<file path="config.mk">
export PLATFORM = sky130hd
export DESIGN_NAME = mem_wb_stage
export DESIGN_NICKNAME = d
export VERILOG_FILES = /design/src/rtl/mips_pipe_pkg.sv /design/src/rtl/load_align.sv /design/src/rtl/mem_wb_stage.sv
export SDC_FILE = /design/constraint.sdc
export NUM_CORES = 1
export LEC_CHECK = 0
export CORE_MARGIN = 5
export CORE_UTILIZATION = 44
export CTS_CLUSTER_DIAMETER = 50
export CTS_CLUSTER_SIZE = 24
export DETAILED_ROUTE_END_ITERATION = 16
export PLACE_DENSITY = 0.81
export SYNTH_ARGS = -nofsm -noshare
export SYNTH_HDL_FRONTEND = slang
export SYNTH_SLANG_ARGS = --single-unit
</file>
<file path="constraint.sdc">
create_clock -name clk -period 2.7 [get_ports clk]
set_clock_uncertainty 0.2 [all_clocks]
set_input_delay 0.27 -clock clk [delete_from_list [all_inputs] [get_ports clk]]
set_output_delay 0.27 -clock clk [all_outputs]
set_load 0.01 [all_outputs]
</file>
<file path="src/rtl/mips_pipe_pkg.sv">
// mips_pipe_pkg: shared pipeline control-word layout and load-size encodings
package mips_pipe_pkg;
    localparam int CTRL_WIDTH     = 18;
    localparam int CS_REG_WRITE   = 0;
    localparam int CS_MEM_TO_REG  = 1;
    localparam int CS_LD_SIZE_LO  = 2;
    localparam int CS_LD_SIZE_HI  = 3;
    localparam int CS_LD_UNSIGNED = 4;
    localparam logic [1:0] LD_BYTE = 2'b00;
    localparam logic [1:0] LD_HALF = 2'b01;
    localparam logic [1:0] LD_WORD = 2'b10;
endpackage

</file>
<file path="src/rtl/load_align.sv">
// load_align: big-endian byte/half/word extraction with sign/zero extension and misalignment detect
// Ports: i_raw (memory word), i_addr (byte offset), i_size (LD_*), i_unsigned (zero-extend),
//        o_data (extended load value), o_misaligned (half at odd or word at non-zero offset)
module load_align
    import mips_pipe_pkg::*;
(
    input  logic [31:0] i_raw,
    input  logic [1:0]  i_addr,
    input  logic [1:0]  i_size,
    input  logic        i_unsigned,
    output logic [31:0] o_data,
    output logic        o_misaligned
);
    logic [7:0]  w_byte;
    logic [15:0] w_half;
    always_comb begin
        w_byte = i_addr == 2'd0 ? i_raw[31:24] :
                 i_addr == 2'd1 ? i_raw[23:16] :
                 i_addr == 2'd2 ? i_raw[15:8]  : i_raw[7:0];
        w_half = i_addr[1] ? i_raw[15:0] : i_raw[31:16];
        // size 11 falls through to the word path
        o_data = i_size == LD_BYTE ? {{24{~i_unsigned & w_byte[7]}}, w_byte} :
                 i_size == LD_HALF ? {{16{~i_unsigned & w_half[15]}}, w_half} : i_raw;
        o_misaligned = (i_size == LD_HALF && i_addr[0]) || (i_size[1] && i_addr != 2'd0);
    end
endmodule

</file>
<file path="src/rtl/mem_wb_stage.sv">
// mem_wb_stage: MEM/WB pipeline register with load alignment, write-back select, stall/flush and retire counter
// Ports: clk/reset (sync, active-high), stall (hold), flush (bubble), EX/MEM inputs
//        (valid_in, control_signals_in, alu_result_in, mem_rdata_in, rd_in) and registered
//        WB outputs (valid_out, control_signals_out, reg_write_out, rd_out, wb_data_out,
//        misaligned_out, retire_count)
module mem_wb_stage #(
    parameter int CTRL_WIDTH = 18,
    parameter int DATA_WIDTH = 32,
    parameter int CNT_WIDTH  = 32
) (
    input  logic                  clk,
    input  logic                  reset,
    input  logic                  stall,
    input  logic                  flush,
    input  logic                  valid_in,
    input  logic [CTRL_WIDTH-1:0] control_signals_in,
    input  logic [DATA_WIDTH-1:0] alu_result_in,
    input  logic [DATA_WIDTH-1:0] mem_rdata_in,
    input  logic [4:0]            rd_in,
    output logic                  valid_out,
    output logic [CTRL_WIDTH-1:0] control_signals_out,
    output logic                  reg_write_out,
    output logic [4:0]            rd_out,
    output logic [DATA_WIDTH-1:0] wb_data_out,
    output logic                  misaligned_out,
    output logic [CNT_WIDTH-1:0]  retire_count
);
    import mips_pipe_pkg::*;
    logic                  r_valid;
    logic [CTRL_WIDTH-1:0] r_ctrl;
    logic                  r_reg_write;
    logic [4:0]            r_rd;
    logic [DATA_WIDTH-1:0] r_wb_data;
    logic                  r_misaligned;
    logic [CNT_WIDTH-1:0]  r_retire;
    logic [DATA_WIDTH-1:0] w_load;
    logic                  w_align_mis;
    logic                  w_mem_to_reg;
    logic                  w_mis;
    logic                  w_reg_write;
    logic [DATA_WIDTH-1:0] w_wb_data;
    load_align u_align (
        .i_raw        (mem_rdata_in),
        .i_addr       (alu_result_in[1:0]),
        .i_size       (control_signals_in[CS_LD_SIZE_HI:CS_LD_SIZE_LO]),
        .i_unsigned   (control_signals_in[CS_LD_UNSIGNED]),
        .o_data       (w_load),
        .o_misaligned (w_align_mis)
    );
    always_comb begin
        w_mem_to_reg = control_signals_in[CS_MEM_TO_REG];
        // only memory loads can be misaligned; ALU ops ignore the offset
        w_mis        = w_mem_to_reg & w_align_mis;
        w_wb_data    = w_mem_to_reg ? w_load : alu_result_in;
        w_reg_write  = valid_in & control_signals_in[CS_REG_WRITE] & (rd_in != 5'd0) & ~w_mis;
    end
    always_ff @(posedge clk) begin
        if (reset || flush || (!stall && !valid_in)) begin
            r_valid      <= 1'b0;
            r_ctrl       <= '0;
            r_reg_write  <= 1'b0;
            r_rd         <= '0;
            r_wb_data    <= '0;
            r_misaligned <= 1'b0;
        end else if (!stall) begin
            r_valid      <= 1'b1;
            r_ctrl       <= control_signals_in;
            r_reg_write  <= w_reg_write;
            r_rd         <= rd_in;
            r_wb_data    <= w_wb_data;
            r_misaligned <= w_mis;
        end
        if (reset)
            r_retire <= '0;
        else if (!flush && !stall && valid_in)
            r_retire <= r_retire + 1'b1;
    end
    assign valid_out           = r_valid;
    assign control_signals_out = r_ctrl;
    assign reg_write_out       = r_reg_write;
    assign rd_out              = r_rd;
    assign wb_data_out         = r_wb_data;
    assign misaligned_out      = r_misaligned;
    assign retire_count        = r_retire;
endmodule
</file>
Word-level counts from Yosys, hierarchy flattened
Index checks and enable logic that the tools add are counted.
Storage, ports and cells
  bits in registers: 90
  word-level logic and storage cells: 41
  output and inout port bits: 90
  input bits: 92
Operators by class
  bitwise gates (word level): 8
  muxes and demuxes: 7
  reduce and logical (&&, ||, !) cells: 15
  add/sub/neg operators: 1
  equal/unequal tests: 3
Operator list (number)
  2-to-1 mux 32 bit: 3
  adder 32 x 1 -> 32 bit, second input constant: 1
  2-to-1 mux 8 bit: 3
  2-to-1 mux 16 bit: 1
  bitwise AND 1 bit: 6
  logical AND 1 bit: 5
  nonzero test 5 bit: 1
  == test 2 x 1 -> 1 bit, second input constant: 2
  zero test 2 bit: 2
  zero test 1 bit: 3
  logical OR 1 bit: 3
  == test 2 bit, second input constant: 1
  inverter 1 bit: 2
  nonzero test 2 bit: 1

Longest topological paths before layout
Gate-level depths: netlist (run 1).
  depth after elaboration: 7
  mapped depth: 7
  mapped depth without buffers: 5

Cells and area by module
Synthesis (run 1) repeated with hierarchy kept, for this count alone.
Unflattened totals
  cell total of the unflattened synthesis: 561
  area, all modules: 4712.0 sq um
By module, submodules not included
  mem_wb_stage: cells an instance 449, area each 3885.0 sq um, times used 1
  load_align: cells an instance 112, area each 827.0 sq um, times used 1

Least setup slack after synthesis (run 1)
OpenSTA, ideal clock, no wires.
  kind: reg2reg
  start point: reg r_retire[0], in the netlist retire_count[0]
  end point: reg r_retire[28], in the netlist retire_count[28]
  slack: 0.405 ns
  required time: 2.430 ns
  arrival time: 2.025 ns
  cell stages (with the launch flop): 7
  path buffers: 1
  cell sequence: dfxtp_1 > ha_1 > nand4bb_4 > or4_4 > buf_6 > or4_1 > a21oi_1
Between the ends
  word-level cells in the longest chain between the ends: 1
RTL lines
  start, declared: RTL line mem_wb_stage.sv:35  | logic [CNT_WIDTH-1:0] r_retire;
  start signal, assigned: RTL line mem_wb_stage.sv:76  | r_retire <= r_retire + 1'b1;
  adder 32 x 1 -> 32 bit: RTL line mem_wb_stage.sv:76
Every way passes these cells.
A chain may end at the register's enable or synchronous reset.

Final worst setup path (run 1)
  start point: reg r_retire[0], in the netlist retire_count[0]
  end point: reg r_retire[22], in the netlist retire_count[22]
Same word-level chain as after synthesis.

==> flow_summary.toml, run 1 <==
[floorplan]
die_w_um = 112
initial_core_util_pct = 44.9
core-area_mm2 = 0.0102
ios = 182
die_h_um = 112
die_area_mm2 = 0.0126
rows = 37

[min_path]
hp-class = "primary input to register"
whs_path_depth = 5
hp-start = "stall"
holdPathEnd = "retire_count[2]$_SDFFE_PP0P_"

[critical_path]
cpPeakStageDelay_ns = 0.64
crit_path_end_kind = "register"
critPathSlowestCell = "or4_4"
path_cells = "ha_1 -> nand4bb_4 -> or4_4 -> or4_1 -> a21oi_1"
crit_fanout = 20
start_kind = "register"
reg2reg_depth = 5
regToRegSetupSlack_ns = 0.31
crit_type = "register to register"
r2r_end = "retire_count[22]$_SDFFE_PP0P_"
cp_data_required_time_ns = 2.78
cp_data_arrival_time_ns = 2.47
crit_start = "retire_count[0]$_SDFFE_PP0P_"
r2r-start = "retire_count[0]$_SDFFE_PP0P_"

[grt]
grt.total_usage_pct = 22.6
antenna_found_initial = 0
grt_max_degree = 51
first_global_vias = 4721
grt_pass1_wl_mm = 23.4
grt_overflow_total = 0

[logic_synthesis]
synth-seq-cells = 90
synth_fp_nets = 633
ys_top_cells_by_area = "dfxtp_1, o21ai_0, a21oi_1"
yosysMostFrequentCell = "dfxtp_1"
yosys.area.top_type = "dfxtp_1"
ys_seq_area_share_pct = 39.2
netlist_area_mm2 = 0.00459
async_reset_ff_share_pct = 0
ys_warn_count = 0
syn_area_per_cell_um2 = 8.50
synth_top_area_share_pct = 39.2
synth_ff_type = "dfxtp_1"
synthCells = 540
yosys.cell_types.count = 48
synth_edf_count = 0
synth_common_cells = "dfxtp_1, o21ai_0, a21oi_1"

[clocking]
clk_path_buf_depth = 2
cts_setup_buffers = 0
cts_hold_buf = 0
root_buffer = "clkbuf_8"
tritoncts = "yes"
ctsHtreeMaxLevel = 3
numCtsBuffers = 9
cts_resized = 0
insertion_delay_ns = 0.36
clkTransAtPathRegs_ns = 0.10
clkSinkCount = 90

[timing]
report.final.hold_viol_count = 0
rsz0062_at_grt = "no"
drv_slew = 0
finalCriticalPeriod_ns = 2.39
tns_ns = 0
slew_headroom_pct = 58.2
tightestPinTransition_ns = 0.628
setup_viol = 0
fmax_ghz = 0.419
min_period_over_period_pct = 88.5

[power_and_ir_drop]
p_total_mw = 2.78
ir_drop_uv = 264
leakage_nw = 2.49
powerDensity_mw_per_mm2 = 412

[status]
status = "finished clean"

[cells_and_area]
layout.cells.non_filler = 851
drive_above_1_share_pct = 9.51
regArea_mm2 = 0.00180
diodes = 0
num-fill-cells = 869
finish.instance_area_mm2 = 0.00676
layout.nets = 803
syn_to_final_growth_pct = 47.2
multi_input_area_mm2 = 0.00260

[placed_design]
place_area_mm2 = 0.00656
io_buffer_count = 181
gp_congestion = 0.845
hpwl_mm = 11.5
place_inst = 835

[drt]
post-route-drc-count = 0
via_per_inst = 5.70
vias = 4853
drt-pass1-iter-count = 7
routed_wl_mm = 14.9
routedWlPerCell_um = 17.5
ant_nets = 0
drtIter0Drc = 343

[run]
drv_cap = 0
## how the worst max path moves through the flow
| stage | to | cells after the start | slack, ns |
|---|---|---|---|
| 2_1_floorplan | retire_count[28]$_SDFFE_PP0P_ | 6 | 0.40 |
| 3_3_place_gp | retire_count[22]$_SDFFE_PP0P_ | 5 | 0.13 |
| 3_5_place_dp | retire_count[22]$_SDFFE_PP0P_ | 5 | 0.09 |
| 4_1_cts | retire_count[22]$_SDFFE_PP0P_ | 5 | 0.31 |
| 5_1_grt | retire_count[22]$_SDFFE_PP0P_ | 5 | 0.23 |
| 6_report | retire_count[22]$_SDFFE_PP0P_ | 5 | 0.31 |
## metal layers
layer / track usage [%] / routed length [um] / vias to the layer above
li1: - / - / 2325
met1: 26.2 / 5880 / 2269
met4: 9.70 / 520 / 0
met3: 7.12 / 1290 / 39
met2: 38.4 / 7160 / 220
met5: 0 / 0 / -
## layout make-up
type	count	share of cell area, %
Tap cell	136	2.52
Inverter	9	0.500
Multi-Input combinational cell	399	38.4
Sequential cell	90	26.7
Clock inverter	6	0.870
Timing Repair Buffer	201	29.0
Clock buffer	10	2.04
## cells in the final DEF (no fill, tap or decap), types with 7 or more instances in the layout
cell and instances:
or4_1 11, a221oi_1 7, inv_1 8, dfxtp_1 90, o221a_2 7, clkbuf_8 10, nor2_1 46, buf_4 21
or3_1 14, o31ai_1 9, a22o_1 7, o21ai_0 61, nand2_1 45, nand3_1 18, mux2i_1 25, nand4_1 9
a21o_1 16, a21oi_1 51, mux4_2 8, clkdlybuf4s50_1 180
## worst max-delay path: cells and delay by family (launching register included)
kind	cells	cell delay, ns
AND/OR/NAND/NOR	3	1.30
flip-flops	1	0.42
adder cells (fa/ha/maj)	1	0.23
AO/OA/AOI/OAI	1	0.17
## power by group
part | internal [mW] | total, mW | switching (mW) | leakage [nW]
Combinational | 0.275 | 0.503 | 0.227 | 1.67
Clock | 0.379 | 0.909 | 0.530 | 0.0966
Sequential | 1.36 | 1.37 | 0.0164 | 0.729
Total | 2.01 | 2.78 | 0.773 | 2.49
## per-stage QoR
stage / setup WS [ns] / hold WS [ns] / utilization (%)
2_1_floorplan: 0.405 / 0.214 / -
3_3_place_gp: 0.130 / 0.238 / 64.1
3_5_place_dp: 0.0862 / 0.256 / 64.1
4_1_cts: 0.313 / 0.209 / 66.1
5_1_grt: 0.233 / 0.250 / 66.1
6_report: 0.311 / 0.232 / 66.1
## sequential cells by signal, summed over array words and instances, names as in the netlist
signal and flops:
retire_count 32, wb_data_out 32, control_signals_out 18, rd_out 5
misaligned_out 1, reg_write_out 1, valid_out 1
## kinds of logic (layout without fill, tap and decap cells)
family | after synthesis | after routing | synth area share (%)
multiplexers | 38 | 38 | 10.6
AND/OR/NAND/NOR | 178 | 178 | 20.5
XOR/XNOR | 9 | 9 | 1.72
AO/OA/AOI/OAI | 173 | 173 | 23.3
adder cells (fa/ha/maj) | 1 | 1 | 0.273
buffers and inverters | 51 | 226 | 4.42
flip-flops | 90 | 90 | 39.2
Note: power is estimated with default switching activity, not from simulation.
==> run 2: changes to the inputs <==
CORE_ASPECT_RATIO = 0.7   (was not set)
CORE_UTILIZATION = 47   (was 44)
PLACE_DENSITY = 0.86   (was 0.81)
clock period = 2.9 ns   (was 2.7 ns; I/O delays follow)
==> run 2 against run 1 <==
  * Via count increased by 2.4%
  * Flip-flop and latch count unchanged
  * Clock power rose by 44%
  * Final cell count decreased by 1.6%
  * Cell area increased by 1.4%
  * Critical path depth unchanged
  * Setup slack gained 0.15 ns
  * Non-clock buffer count decreased by 4
  * Worst hold slack got worse by 0.0035 ns
  * Global-route usage grew 2.8 points
==> flow_summary.toml, run 2 (synthesis gave the netlist of run 1 again) <==
[status]
status = "finished clean"

[drt]
routed_wl_mm = 15.5
vias = 4968
post-route-drc-count = 0
drt-pass1-iter-count = 5
ant_nets = 0
drtIter0Drc = 514
routedWlPerCell_um = 18.5
via_per_inst = 5.94

[timing]
worst_slack_ns = 0.463
finalCriticalPeriod_ns = 2.44
min_period_over_period_pct = 84.0
slew_headroom_pct = 58.0
setup_viol = 0
drv_slew = 0
tightestPinTransition_ns = 0.630
rsz0062_at_grt = "no"
fmax_ghz = 0.410
report.final.hold_viol_count = 0
tns_ns = 0

[clocking]
clk_path_buf_depth = 2
cts_setup_buffers = 0
ctsHtreeMaxLevel = 3
tritoncts = "yes"
cts_resized = 0
root_buffer = "clkbuf_16"
clkSinkCount = 90
cts_hold_buf = 0
numCtsBuffers = 9
clkTransAtPathRegs_ns = 0.07
insertion_delay_ns = 0.34

[critical_path]
cp_data_required_time_ns = 2.95
crit_type = "register to register"
start_kind = "register"
crit_fanout = 20
crit_path_end_kind = "register"
cp_data_arrival_time_ns = 2.49
regToRegSetupSlack_ns = 0.46

[grt]
use_met3_pct = 7.44
grt.total_usage_pct = 25.4
antenna_found_initial = 0
grt-busiest-layer = "met2"
grt_use_met2_pct = 42.1
grt_pass1_wl_mm = 24.2
first_global_vias = 4741
grt_max_degree = 47
grt_overflow_total = 0
grt_util_met1_pct = 32.9

[cells_and_area]
drive_above_1_share_pct = 8.74
diodes = 0
layout_commonest_cell = "clkdlybuf4s50_1"
syn_to_final_growth_pct = 49.3
mostFrequentLayoutCells = "clkdlybuf4s50_1, dfxtp_1, o21ai_0"
layout.nets = 799

[min_path]
hp-class = "primary input to register"

[placed_design]
io_buffer_count = 181
gp_congestion = 0.917
pre_cts_ws_ns = 0.254
hpwl_mm = 11.7

[power_and_ir_drop]
leakage_nw = 2.54
ir_drop_uv = 282
powerDensity_mw_per_mm2 = 446

[floorplan]
core-area_mm2 = 0.00961
rows = 30
die_area_mm2 = 0.0119
die_h_um = 92.7
initial_core_util_pct = 47.8
die_w_um = 128
ios = 182

[run]
drv_cap = 0
run 2: cell count changes in the layout (fill, tap and decap cells not counted):
cell        change
clkbuf_16       +9
bufinv_16       +3
clkinv_2        +1
clkbuf_8       -10
buf_4           -4
clkinvlp_4      -1
clkinv_8        -1
inv_6           -2
clkinv_4        -1
run 2: layout make-up:
cell class | instances | area, um2
Clock buffer | 9 | 225
Inverter | 9 | 33.8
Timing Repair Buffer | 197 | 1930
Clock inverter | 5 | 104
Tap cell | 128 | 160
Multi-Input combinational cell | 399 | 2600
Sequential cell | 90 | 1800
Fill cell | 722 | 2760
run 2: worst max-delay path: stages, from the launching register on:
cell	delay (ns)
dfxtp_1	0.43
ha_1	0.23
nand4bb_4	0.14
or4_4	0.65
or4_1	0.51
a21oi_1	0.19
run 2: per-layer routing:
metal	part of all wire (%)	wire length, um
met1	40	6180
met3	10	1560
met4	2.0	310
met5	0	0
met2	48	7430
run 2: report_power, final:
group | internal [mW] | switching (mW) | leakage, nW
clock | 0.834 | 0.473 | 0.162
combinational | 0.253 | 0.218 | 1.65
sequential | 1.26 | 0.0161 | 0.729
run 2: final timing paths:
path | startpoint | endpoint | cells past startpoint
hold / removal | stall | retire_count[2]$_SDFFE_PP0P_ | 4
setup / recovery | retire_count[0]$_SDFFE_PP0P_ | retire_count[26]$_SDFFE_PP0P_ | 5
setup reg to reg | retire_count[0]$_SDFFE_PP0P_ | retire_count[26]$_SDFFE_PP0P_ | 5
hold reg to reg | wb_data_out[12]$_SDFFE_PP0N_ | wb_data_out[12]$_SDFFE_PP0N_ | 2
run 2: through the flow:
step | total power [mW] | utilization, % | hold WS, ns | instance area [um2] | instances
after global placement | 1.76 | 67.9 | 0.239 | 6520 | 823
after detailed placement | 1.77 | 67.9 | 0.265 | 6520 | 823
after global routing | 3.16 | 71.3 | 0.275 | 6850 | 837
final | 3.06 | 71.3 | 0.228 | 6850 | 837
after CTS | 3.07 | 71.3 | 0.235 | 6850 | 837
after floorplan | 1.51 | - | 0.234 | 4590 | 540
